### src/rtl/ftdi_rx_reader_if.sv
// FT600 read-side bus bundle: FTDI pins, FWFT stream and status.
// master = ftdi_rx_reader, slave = the consumer/host model that drives the inputs.
interface ftdi_rx_reader_if #(
  parameter int DATA_W = 32,
  parameter int BE_W   = 4
);
  logic              rxf_n_in;
  logic [DATA_W-1:0] data_in;
  logic [BE_W-1:0]   be_in;
  logic              rd_n_out;
  logic              oe_n_out;
  logic [DATA_W-1:0] m_data_out;
  logic [BE_W-1:0]   m_be_out;
  logic              m_valid_out;
  logic              m_ready_in;
  logic              busy_out;
  logic              overflow_out;
  logic [31:0]       rx_words_out;

  modport master (
    input  rxf_n_in, data_in, be_in, m_ready_in,
    output rd_n_out, oe_n_out, m_data_out, m_be_out, m_valid_out,
           busy_out, overflow_out, rx_words_out
  );

  modport slave (
    output rxf_n_in, data_in, be_in, m_ready_in,
    input  rd_n_out, oe_n_out, m_data_out, m_be_out, m_valid_out,
           busy_out, overflow_out, rx_words_out
  );
endinterface

### src/rtl/ftdi_rx_reader.sv
// FT600 245-sync read engine: OE_N/RD_N sequencing, capture FIFO, FWFT stream out.
// Optional FTDI_RX_BE_MASK_EN: zero disabled bytes on push and store BE; otherwise BE reads as all-ones.
module ftdi_rx_reader #(
  parameter int DATA_W     = 32,
  parameter int BE_W       = 4,
  parameter int FIFO_DEPTH = 16,
  parameter int STOP_SLACK = 3
) (
  input  logic             clk_in,
  input  logic             rst_in,
  ftdi_rx_reader_if.master bus
);
  localparam int          AW      = $clog2(FIFO_DEPTH);
  localparam logic [AW:0] DEPTH_C = (AW+1)'(FIFO_DEPTH);
  localparam logic [AW:0] SLACK_C = (AW+1)'(STOP_SLACK);

  typedef enum logic [1:0] {IDLE, OE, READ, STOP} state_t;

  state_t            state;
  logic              rd_n;
  logic              oe_n;
  logic              busy;
  logic [AW-1:0]     wr_ptr;
  logic [AW-1:0]     rd_ptr;
  logic [AW:0]       count;
  logic [AW:0]       count_nxt;
  logic [AW:0]       free_now;
  logic [AW:0]       free_nxt;
  logic              valid;
  logic              push_req;
  logic              push_ok;
  logic              pop;
  logic              full;
  logic              overflow;
  logic [31:0]       rx_words;
  logic [DATA_W-1:0] data_mem [FIFO_DEPTH];

`ifdef FTDI_RX_BE_MASK_EN
  logic [BE_W-1:0] be_mem [FIFO_DEPTH];

  function automatic logic [DATA_W-1:0] mask_bytes(input logic [DATA_W-1:0] d,
                                                   input logic [BE_W-1:0]   be);
    logic [DATA_W-1:0] r;
    r = d;
    for (int i = 0; i < BE_W; i++) begin
      if (!be[i]) r[i*8 +: 8] = 8'h00;
    end
    return r;
  endfunction
`else
  logic unused_be;
  assign unused_be = ^bus.be_in;
`endif

  // READ captures while RD_N is low; STOP takes the one trailing word.
  assign push_req = ((state == READ) || (state == STOP)) && !bus.rxf_n_in;
  assign valid    = (count != '0);
  assign pop      = valid && bus.m_ready_in;
  assign full     = (count == DEPTH_C);
  assign push_ok  = push_req && (!full || pop);
  assign free_now = DEPTH_C - count;
  assign free_nxt = DEPTH_C - count_nxt;

  always_comb begin
    count_nxt = count;
    if (push_ok && !pop)      count_nxt = count + 1'b1;
    else if (!push_ok && pop) count_nxt = count - 1'b1;
  end

  always_ff @(posedge clk_in) begin
    if (push_ok) begin
`ifdef FTDI_RX_BE_MASK_EN
      data_mem[wr_ptr] <= mask_bytes(bus.data_in, bus.be_in);
      be_mem[wr_ptr]   <= bus.be_in;
`else
      data_mem[wr_ptr] <= bus.data_in;
`endif
    end
  end

  always_ff @(posedge clk_in or posedge rst_in) begin
    if (rst_in) begin
      wr_ptr   <= '0;
      rd_ptr   <= '0;
      count    <= '0;
      overflow <= 1'b0;
      rx_words <= '0;
    end else begin
      count <= count_nxt;
      if (push_ok) begin
        wr_ptr   <= wr_ptr + 1'b1;
        rx_words <= rx_words + 32'd1;
      end
      if (pop) rd_ptr <= rd_ptr + 1'b1;
      if (push_req && !push_ok) overflow <= 1'b1;
    end
  end

  // Pin outputs are registered alongside the state so they never glitch.
  always_ff @(posedge clk_in or posedge rst_in) begin
    if (rst_in) begin
      state <= IDLE;
      rd_n  <= 1'b1;
      oe_n  <= 1'b1;
      busy  <= 1'b0;
    end else begin
      case (state)
        IDLE: begin
          if (!bus.rxf_n_in && (free_now > SLACK_C)) begin
            state <= OE;
            oe_n  <= 1'b0;
            busy  <= 1'b1;
          end
        end
        OE: begin
          state <= READ;
          rd_n  <= 1'b0;
        end
        READ: begin
          if (bus.rxf_n_in || (free_nxt <= SLACK_C)) begin
            state <= STOP;
            rd_n  <= 1'b1;
          end
        end
        STOP: begin
          state <= IDLE;
          oe_n  <= 1'b1;
          busy  <= 1'b0;
        end
        default: begin
          state <= IDLE;
          rd_n  <= 1'b1;
          oe_n  <= 1'b1;
          busy  <= 1'b0;
        end
      endcase
    end
  end

  assign bus.rd_n_out     = rd_n;
  assign bus.oe_n_out     = oe_n;
  assign bus.busy_out     = busy;
  assign bus.overflow_out = overflow;
  assign bus.rx_words_out = rx_words;
  assign bus.m_valid_out  = valid;
  // Stream outputs read zero while empty so reset leaves them at zero.
  assign bus.m_data_out   = valid ? data_mem[rd_ptr] : '0;
`ifdef FTDI_RX_BE_MASK_EN
  assign bus.m_be_out     = valid ? be_mem[rd_ptr] : '0;
`else
  assign bus.m_be_out     = valid ? '1 : '0;
`endif
endmodule

### src/flat_wrapper.sv
// flat-port wrapper written by rule: the top's interface ports become plain ports
module ftdi_rx_reader_flat 
#(
  parameter int DATA_W     = 32,
  parameter int BE_W       = 4,
  parameter int FIFO_DEPTH = 16,
  parameter int STOP_SLACK = 3
)
  (clk_in, rst_in, bus_rxf_n_in, bus_data_in, bus_be_in, bus_m_ready_in, bus_rd_n_out, bus_oe_n_out, bus_m_data_out, bus_m_be_out, bus_m_valid_out, bus_busy_out, bus_overflow_out, bus_rx_words_out);
  ftdi_rx_reader_if #(.DATA_W(DATA_W), .BE_W(BE_W)) bus_i ();
  input  logic clk_in;
  input  logic rst_in;
  input wire logic [$bits(bus_i.rxf_n_in)-1:0] bus_rxf_n_in;
  input wire logic [$bits(bus_i.data_in)-1:0] bus_data_in;
  input wire logic [$bits(bus_i.be_in)-1:0] bus_be_in;
  input wire logic [$bits(bus_i.m_ready_in)-1:0] bus_m_ready_in;
  output wire logic [$bits(bus_i.rd_n_out)-1:0] bus_rd_n_out;
  output wire logic [$bits(bus_i.oe_n_out)-1:0] bus_oe_n_out;
  output wire logic [$bits(bus_i.m_data_out)-1:0] bus_m_data_out;
  output wire logic [$bits(bus_i.m_be_out)-1:0] bus_m_be_out;
  output wire logic [$bits(bus_i.m_valid_out)-1:0] bus_m_valid_out;
  output wire logic [$bits(bus_i.busy_out)-1:0] bus_busy_out;
  output wire logic [$bits(bus_i.overflow_out)-1:0] bus_overflow_out;
  output wire logic [$bits(bus_i.rx_words_out)-1:0] bus_rx_words_out;
  assign bus_i.rxf_n_in = bus_rxf_n_in;
  assign bus_i.data_in = bus_data_in;
  assign bus_i.be_in = bus_be_in;
  assign bus_i.m_ready_in = bus_m_ready_in;
  assign bus_rd_n_out = bus_i.rd_n_out;
  assign bus_oe_n_out = bus_i.oe_n_out;
  assign bus_m_data_out = bus_i.m_data_out;
  assign bus_m_be_out = bus_i.m_be_out;
  assign bus_m_valid_out = bus_i.m_valid_out;
  assign bus_busy_out = bus_i.busy_out;
  assign bus_overflow_out = bus_i.overflow_out;
  assign bus_rx_words_out = bus_i.rx_words_out;
  ftdi_rx_reader #(.DATA_W(DATA_W), .BE_W(BE_W), .FIFO_DEPTH(FIFO_DEPTH), .STOP_SLACK(STOP_SLACK)) u_core (.clk_in(clk_in), .rst_in(rst_in), .bus(bus_i));
endmodule
### config.mk
export PLATFORM = sky130hd
export DESIGN_NAME = ftdi_rx_reader_flat
export DESIGN_NICKNAME = d
export VERILOG_FILES = /design/src/rtl/ftdi_rx_reader_if.sv /design/src/rtl/ftdi_rx_reader.sv /design/src/flat_wrapper.sv
export SDC_FILE = /design/constraint.sdc
export NUM_CORES = 1
export LEC_CHECK = 0
export ABC_AREA = 0
export BUFFER_PORTS_ARGS = -buffer_cell sky130_fd_sc_hd__clkbuf_2
export CORE_AREA = 2 2 275 277
export DETAILED_ROUTE_END_ITERATION = 10
export DIE_AREA = 0 0 277 279
export PLACE_DENSITY = 0.45
export SLEW_MARGIN = 20
export SYNTH_ARGS = -nofsm -noshare
export SYNTH_HDL_FRONTEND = slang
export SYNTH_SLANG_ARGS = --single-unit
export TNS_END_PERCENT = 20
### constraint.sdc
create_clock -name clk_in -period 3.7 [get_ports clk_in]
set_input_delay 0.555 -clock clk_in [delete_from_list [all_inputs] [get_ports clk_in]]
set_output_delay 0.555 -clock clk_in [all_outputs]
set_load 0.02 [all_outputs]
# Word level (Yosys, flattened, before mapping)
# Memory sizes are Yosys's and may differ from the RTL's.
# Cells that the tools add are included.
dict set report word_totals {
  regBits 51
  ram_bits 512
  inputBits 40
  out_inout_bits 73
  word_cells 61
  mem_count 1
}
# name depth width rd rd_clocked_by_memory_dff wr line_no
set memory_table {}
lappend memory_table {u_core.data_mem 16 32 1 0 1 ftdi_rx_reader.sv:36} ;# logic [DATA_W-1:0] data_mem [FIFO_DEPTH];
dict set report op_classes {
  addsub 7
  n_lt_le_gt_ge 2
  n_eq_ne 6
  mux 15
  reduce_logical 21
}
# op count
set op_table {}
lappend op_table {{$add 32x1->32 const B} 1}
lappend op_table {{$mux 32} 1}
lappend op_table {{$mux 5} 2}
lappend op_table {{$sub 5x5->5 const A} 2}
lappend op_table {{$add 4x1->4 const B} 2}
lappend op_table {{$pmux 2 s4} 1}
lappend op_table {{$logic_and 1x1->1} 7}
lappend op_table {{$pmux 1 s2} 3}
lappend op_table {{$reduce_and 2->1} 3}
lappend op_table {{$add 5x1->5 const B} 1}
lappend op_table {{$eq 5x5->1 const B} 1}
lappend op_table {{$gt 5x2->1 const B} 1}
lappend op_table {{$le 5x2->1 const B} 1}
lappend op_table {{$mux 1} 5}
lappend op_table {{$reduce_bool 5->1} 1}
lappend op_table {{$sub 5x1->5 const B} 1}
lappend op_table {{$eq 2x2->1 const B} 2}
lappend op_table {{$logic_not 1->1} 4}
lappend op_table {{$mux 2} 2}
lappend op_table {{$mux 4} 1}
lappend op_table {{$reduce_bool 2->1} 2}
lappend op_table {{$logic_or 1x1->1} 3}
lappend op_table {{$eq 2x1->1 const B} 1}
lappend op_table {{$logic_not 2->1} 1}
lappend op_table {{2 further kinds} 2}

# Depth between registers and ports, before layout
# Gate-level depths: netlist of the first run.
dict set report depth {
  depth_word 13
  depth_mapped 12
  depth_no_buf 11
}

# Worst setup path before layout of the first run
# OpenSTA, ideal clock, no wires.
dict set report synth_path {
  kind {register -> register}
  from {reg u_core.count[0]}
  to {mem u_core.data_mem[13][0], enable pin}
  arrival_time_ps 2933
  setup_slack_ps 375
  path_stages_with_launch 11
  synth_period_minus_slack_ps 3325
  path_cell_list {dfrtp_1 -> inv_1 -> ha_1 -> and2_1 -> ha_1 -> inv_1 -> nand2_1 -> a21oi_1 -> clkbuf_1 -> buf_1 -> and4_1}
}
dict set report synth_via {
  elab_chain_cells 6
}
# element line_no
set synth_rtl {}
lappend synth_rtl {{start: declaration} ftdi_rx_reader.sv:25} ;# logic [AW:0] count;
lappend synth_rtl {{start signal: assignment} ftdi_rx_reader.sv:89} ;# count <= count_nxt;
lappend synth_rtl {{$eq 5x5->1 or $reduce_bool 5->1 (tied branches)} {ftdi_rx_reader.sv:59, ftdi_rx_reader.sv:57}}
lappend synth_rtl {{$logic_not 1->1 or $logic_and 1x1->1 (tied branches)} {ftdi_rx_reader.sv:60, ftdi_rx_reader.sv:58}}
lappend synth_rtl {{$logic_or 1x1->1 *} ftdi_rx_reader.sv:60} ;# assign push_ok = push_req && (!full || pop);
lappend synth_rtl {{$logic_and 1x1->1 *} ftdi_rx_reader.sv:60}
lappend synth_rtl {{$mux 1 *} ftdi_rx_reader.sv:71} ;# if (push_ok) begin
lappend synth_rtl {{$mux 1 (implied by the code) *} ftdi_rx_reader.sv:76} ;# data_mem[wr_ptr] <= bus.data_in;
lappend synth_rtl {{end: declaration} ftdi_rx_reader.sv:36}
# Mark *: on every way between the ends. The rest lies on a longest branch, timed or not.

# Worst setup path after layout of the first run
dict set report layout_path {
  from {reg u_core.rd_ptr[0]}
  to {out bus_m_data_out[16]}
}
dict set report layout_via {
  elab_chain_cells 2
}
# element line_no
set layout_rtl {}
lappend layout_rtl {{start: declaration} ftdi_rx_reader.sv:24} ;# logic [AW-1:0] rd_ptr;
lappend layout_rtl {{start signal: assignment} ftdi_rx_reader.sv:94} ;# if (pop) rd_ptr <= rd_ptr + 1'b1;
lappend layout_rtl {{$mem_v2 16x32} -}
lappend layout_rtl {{$mux 32} ftdi_rx_reader.sv:147} ;# assign bus.m_data_out = valid ? data_mem[rd_ptr] : '0;
lappend layout_rtl {{end: declaration} flat_wrapper.sv:19} ;# output wire logic [$bits(bus_i.m_data_out)-1:0] bus_m_data_out;
# Every way passes these cells.

==> flow_metrics.py, run 1 <==
metrics = {
    "flow_run": {
        "maxCapViolCount": 0,
    },
    "floorplan": {
        "ioPinCount": 113,
        "design.core.area_um2": 74100,
        "die_w_um": 277,
        "dieArea_um2": 77300,
        "start_util": 0.299,
        "die-height_um": 279,
        "rows": 100,
    },
    "final_layout": {
        "fillers": 6934,
        "syn_to_final_growth_pct": 18.8,
        "instances_no_fill": 2205,
        "n_antenna_cell": 0,
        "fin_nets": 1243,
        "layout-drive-gt1-share": 0.362,
    },
    "setup_path": {
        "worstSetupEndpointType": "output pin",
        "crit_fanout": 20,
        "cpMostUsedCell": "mux4_2",
        "r2r_end": "u_core.state[1]",
        "cp.depth": 6,
        "start_kind": "flop",
        "slowest_stage": "dfrtp_4",
        "ff2ff_path_depth": 12,
        "slowest_delay_ns": 0.57,
        "worst_ep_arrival_time_ns": 3.01,
        "crit_required_ns": 3.14,
        "r2r_slack_ns": 0.53,
        "cpLargestDelayFamily": "multiplexers",
        "cp.buffers_inverters": 3,
        "critPathKind": "reg2out",
        "reg2reg_from": "u_core.count[0]",
        "crit_chain": "buf_4, buf_12, mux4_2, mux4_2, and2_1, clkbuf_2",
    },
    "timing": {
        "tns_ns": 0,
        "fin_crit_sh": 0.964,
        "fmax_mhz": 280,
        "slew_headroom": 0.554,
        "hold_violations": 0,
        "slew_viol_final": 0,
        "skew_ns": 0.0444,
        "worstMarginPinSlew_ns": 0.668,
        "finalSetupViolCount": 0,
        "finalCriticalPeriod_ns": 3.57,
    },
    "synth": {
        "synth_nets": 1059,
        "yosys_warnings": 0,
        "ys_ff_latch": 563,
        "synth_fa_ha_area_frac": 0.00905,
        "ys.flop_type": "edfxtp_1",
        "ys_top_cells_by_count": "512 x edfxtp_1, 160 x mux4_2, 49 x dfrtp_1",
        "synth_top_cell_by_area": "edfxtp_1",
        "synth.most_common_cell": "edfxtp_1",
        "ys_async_sr_fraction": 0.0906,
        "synth_top_area_frac": 0.695,
        "synth_area_leaders": "edfxtp_1 69%, mux4_2 16%, dfrtp_1 5.5%",
        "syn_area_um2": 22100,
        "synth-edff-count": 512,
        "avgSynthCellArea_um2": 22.1,
        "ys_seq_area_frac": 0.753,
        "synth_compound_gate_area_share": 0.00696,
        "synth_xor_xnor_area_share": 0.0174,
        "synth_top_family_by_area": "multiplexers",
        "synthDistinctLibCells": 50,
        "syn_inst": 1003,
        "muxShareOfSynthArea": 0.165,
        "synthSimpleGateAreaFrac": 0.0360,
    },
    "clocking": {
        "cts_root_buf": "clkbuf_16",
        "tritoncts": "built",
        "clkLatencyLatePin_ns": 0.65,
        "clkSlewWorstSetupHoldPaths_ns": 0.06,
        "cts.sinks": 563,
        "clockBufferDepth": 3,
        "cts_max_level": 2,
        "cts_made_buffers": 60,
    },
    "global_route": {
        "met1_usage": 0.189,
        "grt-busiest-layer": "met2",
        "grt_max_degree": 55,
        "overflow": 0,
        "antenna_found_initial": 4,
        "met3_usage": 0.0205,
        "grt.total_usage": 0.137,
        "grt_pass1_wl_um": 77200,
        "grt_pass1_vias": 11000,
        "grtUsageMet2": 0.227,
    },
    "place": {
        "dp_hpwl_um": 30600,
        "io_buffers": 108,
        "dp.cells": 2087,
        "gp_congestion": 0.696,
    },
    "power_and_ir_drop": {
        "p_leak_nw": 8.71,
        "p_per_area_nw_per_um2": 750,
        "ir_drop_mv": 0.435,
    },
    "drt": {
        "drt_pre_antenna_iters": 5,
        "remaining_drc_errors": 0,
        "drt_iter0_markers": 761,
        "postRouteAntennaNets": 0,
        "vias_per_cell": 4.71,
        "vias": 10400,
        "wl_um": 52400,
        "wl_per_cell_um": 23.7,
    },
    "hold_path": {
        "worstHoldPathType": "in2reg",
        "min_delay_worst_endpoint": "u_core.data_mem[7][19]",
        "min_path_cells": 1,
        "min_from": "bus_data_in[19]",
    },
    "status": {
        "outcome": "complete, no violations",
    },
}
area by class of cell:
| cell class | count | area (um2) | area share |
|---|---|---|---|
| tap | 969 | 1210 | 0.0461 |
| multi-input combinational | 376 | 5200 | 0.198 |
| inverter | 16 | 60.1 | 0.00228 |
| timing repair buffer | 170 | 1220 | 0.0466 |
| sequential | 563 | 16700 | 0.634 |
| clock inverter | 35 | 364 | 0.0138 |
| clock buffer | 76 | 1560 | 0.0594 |
kinds of logic (layout without fill, tap and decap cells):
logic type | count (synthesis) | count (layout)
flops | 563 | 563
xor+xnor | 43 | 43
mux | 164 | 164
buf+inv | 64 | 297
compound gates | 17 | 17
simple gates | 136 | 136
fa+ha+maj | 16 | 16
flip-flops by register name, indices dropped and copies added (netlist names):
register / flops
u_core.data_mem: 512
u_core.bus.rx_words_out: 32
u_core.count: 5
u_core.rd_ptr: 4
u_core.wr_ptr: 4
u_core.state: 2
u_core.bus.busy_out: 1
u_core.bus.oe_n_out: 1
u_core.bus.overflow_out: 1
u_core.bus.rd_n_out: 1
per-layer routing:
metal | share of wire | routed length, um
met2 | 0.50 | 25900
met1 | 0.45 | 23600
met5 | 0.00069 | 36
met3 | 0.035 | 1850
met4 | 0.018 | 924
worst max-delay path by stage:
stage                startpoint                endpoint
6_report       u_core.rd_ptr[0]      bus_m_data_out[16]
5_1_grt        u_core.rd_ptr[0]      bus_m_data_out[22]
4_1_cts        u_core.rd_ptr[0]      bus_m_data_out[16]
3_5_place_dp   u_core.rd_ptr[0]       bus_m_data_out[5]
3_3_place_gp   u_core.rd_ptr[0]       bus_m_data_out[5]
2_1_floorplan   u_core.count[0]  u_core.data_mem[13][0]
power breakdown:
part / switching (W) / internal [W]
sequential: 0.000377 / 0.00746
combinational: 0.00316 / 0.00288
clock: 0.00250 / 0.00334
total: 0.00604 / 0.0137
cells in the final DEF, fill, tap and decap left out, types with 5 or more instances in the layout:
cell type | Yosys | final
ha_1 | 16 | 16
xor2_1 | 12 | 12
clkinv_2 | 0 | 8
mux4_2 | 160 | 160
and2_2 | 0 | 12
edfxtp_1 | 512 | 512
nand2_1 | 23 | 23
clkbuf_2 | 0 | 108
clkbuf_16 | 0 | 60
nand3_1 | 10 | 10
buf_12 | 0 | 17
clkinv_1 | 0 | 16
nor2_1 | 18 | 18
buf_4 | 4 | 43
inv_1 | 16 | 14
dfrtp_1 | 49 | 45
and2_1 | 47 | 35
xnor2_1 | 30 | 30
nand4_1 | 11 | 11
clkbuf_1 | 21 | 16
bufinv_16 | 0 | 5
what timing repair did:
item,4_1_cts,5_1_grt
endpoints found under the setup margin,15,6
buffers inserted,2,4
gates resized for setup,0,1
hold endpoints to repair,3,0
hold buffers,1,0
metrics by stage:
| stage | worst slack (ns) | util | power (W) | instance area (um2) | hold WS, ns |
|---|---|---|---|---|---|
| 3_5_place_dp | 0.534 | 0.328 | 0.0142 | 24300 | 0.464 |
| 5_1_grt | -0.00160 | 0.355 | 0.0207 | 26300 | 0.319 |
| 3_3_place_gp | 0.528 | 0.328 | 0.0142 | 24300 | 0.460 |
| 4_1_cts | 0.0261 | 0.354 | 0.0201 | 26300 | 0.267 |
| 2_1_floorplan | 0.375 | - | 0.0120 | 22100 | 0.517 |
| 6_report | 0.135 | 0.355 | 0.0197 | 26300 | 0.299 |
Power figures use the tool's default switching activity.
==> inputs of run 2 (changes only) <==
- CELL_PAD_IN_SITES_DETAIL_PLACEMENT: unset -> 0
- CELL_PAD_IN_SITES_GLOBAL_PLACEMENT: unset -> 1
- PLACE_DENSITY: 0.45 -> 0.49
==> run 2 against run 1 <==
Final cell count barely moved. Clock power rose by 7.4%. Combinational power is 1% higher. Global-route usage up 0.22 points. Critical endpoint is now bus_m_data_out[30]. Core utilization increased by 0.35 points. Critical path type unchanged. Register-to-register slack gained 0.02 ns. Largest power group unchanged. Die area unchanged.
==> flow_metrics.py, run 2 (synthesized netlist as in run 1, its figures left out) <==
metrics = {
    "place": {
        "placed_area_um2": 24400,
        "dp_hpwl_um": 29700,
        "gp_congestion": 0.672,
        "io_buffers": 108,
    },
    "timing": {
        "fin_crit_sh": 0.941,
        "hold_violations": 0,
        "whs_ns": 0.0880,
        "slew_viol_final": 0,
        "fmax_mhz": 287,
        "slew_headroom": 0.493,
        "rsz0062_at_grt": "false",
        "finalSetupViolCount": 0,
        "finalCriticalPeriod_ns": 3.48,
        "skew_ns": 0.0234,
        "tns_ns": 0,
        "worstMarginPinSlew_ns": 0.759,
    },
    "floorplan": {
        "rows": 100,
        "die-height_um": 279,
        "die_w_um": 277,
        "design.core.area_um2": 74100,
        "dieArea_um2": 77300,
        "start_util": 0.299,
        "ioPinCount": 113,
    },
    "drt": {
        "dr_wl_met2_um": 27200,
        "vias": 10400,
        "postRouteAntennaNets": 0,
        "wl_per_cell_um": 24.0,
        "routed-wl-met3_um": 2000,
        "remaining_drc_errors": 0,
        "vias_per_cell": 4.72,
        "drt_pre_antenna_iters": 5,
        "wl_met1_um": 22700,
        "wl_um": 52900,
        "drt_iter0_markers": 710,
        "dr.max_layer_used": "met4",
    },
    "final_layout": {
        "seq_area_um2": 16700,
        "design_area_um2": 26600,
        "largest_register": "u_core.data_mem",
        "mostFrequentLayoutCell": "edfxtp_1",
        "fin_nets": 1241,
        "layout-drive-gt1-share": 0.365,
        "final_cell_mix": "512 x edfxtp_1, 160 x mux4_2, 108 x clkbuf_2",
        "fillers": 6893,
        "largest_reg_flops": 512,
        "multi_input_area_um2": 5200,
        "syn_to_final_growth_pct": 20.0,
    },
    "hold_path": {
        "worstHoldPathType": "in2async",
    },
    "setup_path": {
        "worstSetupEndpointType": "output pin",
        "worst_ep_arrival_time_ns": 2.93,
        "crit_required_ns": 3.14,
        "critPathKind": "reg2out",
        "start_kind": "flop",
        "crit_fanout": 15,
    },
    "global_route": {
        "antenna_found_initial": 0,
        "grt.total_usage": 0.139,
        "grt_pass1_vias": 11200,
        "grt_pass1_wl_um": 78100,
        "overflow": 0,
        "grt_max_degree": 73,
    },
    "flow_run": {
        "maxCapViolCount": 0,
    },
    "clocking": {
        "clockBufferDepth": 3,
        "tritoncts": "built",
        "clkLatencyLatePin_ns": 0.61,
        "clkSlewWorstSetupHoldPaths_ns": 0.06,
        "cts_max_level": 3,
        "cts_root_buf": "clkbuf_16",
        "cts.sinks": 563,
        "hold_buffers": 0,
        "cts_made_buffers": 66,
    },
    "power_and_ir_drop": {
        "finalPower_w": 0.0202,
        "clock_power_share": 0.310,
        "seq_power_share": 0.386,
        "p_leak_nw": 8.80,
        "p_per_area_nw_per_um2": 761,
        "ir_drop_mv": 0.320,
        "internal-power_w": 0.0141,
        "switching_share": 0.303,
        "combPwrFrac": 0.304,
        "p_sw_w": 0.00611,
    },
    "status": {
        "outcome": "complete, no violations",
    },
}
[run 2: power by group through the flow]
| stage | registers (W) | logic [W] | clock network (W) |
|---|---|---|---|
| after CTS | 0.00780 | 0.00635 | 0.00648 |
| final | 0.00780 | 0.00613 | 0.00627 |
| after floorplan | 0.00779 | 0.00421 | 0 |
| after global placement | 0.00795 | 0.00625 | 0 |
| after detailed placement | 0.00796 | 0.00625 | 0 |
| after global routing | 0.00785 | 0.00663 | 0.00674 |
[run 2: final cells by class]
class	count	share of cell area
repair buffers	162	0.0490
inverters	16	0.00226
clock buffers	83	0.0662
well taps	969	0.0457
clock inverters	34	0.0132
multi-input cells	376	0.196
flip-flops and latches	563	0.628
diodes	1	0.0000942
[run 2: critical path, stage by stage (launching register included)]
cell and delay (ns):
dfrtp_4 0.47, buf_12 0.21, buf_12 0.18, mux4_2 0.53, mux4_2 0.48, and2_1 0.25
clkbuf_2 0.19
[run 2: path summary, 6_finish.rpt]
check | end | slack, ns | cells past startpoint | from
worst max-delay path | bus_m_data_out[30] | 0.22 | 6 | u_core.rd_ptr[0]
worst min-delay path | u_core.wr_ptr[0] | 0.09 | 2 | rst_in
worst max register to register | u_core.data_mem[3][13] | 0.55 | 11 | u_core.count[0]
worst min register to register | u_core.bus.rx_words_out[31] | 0.49 | 1 | u_core.bus.rx_words_out[31]
max in group asynchronous | u_core.bus.rx_words_out[15] | 2.82 | 3 | rst_in
min in group clk_in | u_core.rd_ptr[1] | 0.32 | 4 | bus_m_ready_in
[run 2: timing repair]
item	4_1_cts	5_1_grt
pin swaps	0	0
gates resized for setup	0	1
setup buffers	4	0
setup endpoints to repair	1	1
[run 2: per-layer routing]
layer,track usage,up-vias
met5,0,-
met4,0.0415,0
li1,-,4497
met2,0.240,209
met1,0.180,5615
met3,0.0222,72
[run 2: per-stage QoR]
step,utilization,instances,setup WS (ns)
2_1_floorplan,-,1003,0.375
3_3_place_gp,0.329,2082,0.552
3_5_place_dp,0.329,2082,0.523
4_1_cts,0.358,2203,0.0295
5_1_grt,0.358,2203,0.110
6_report,0.358,2204,0.218
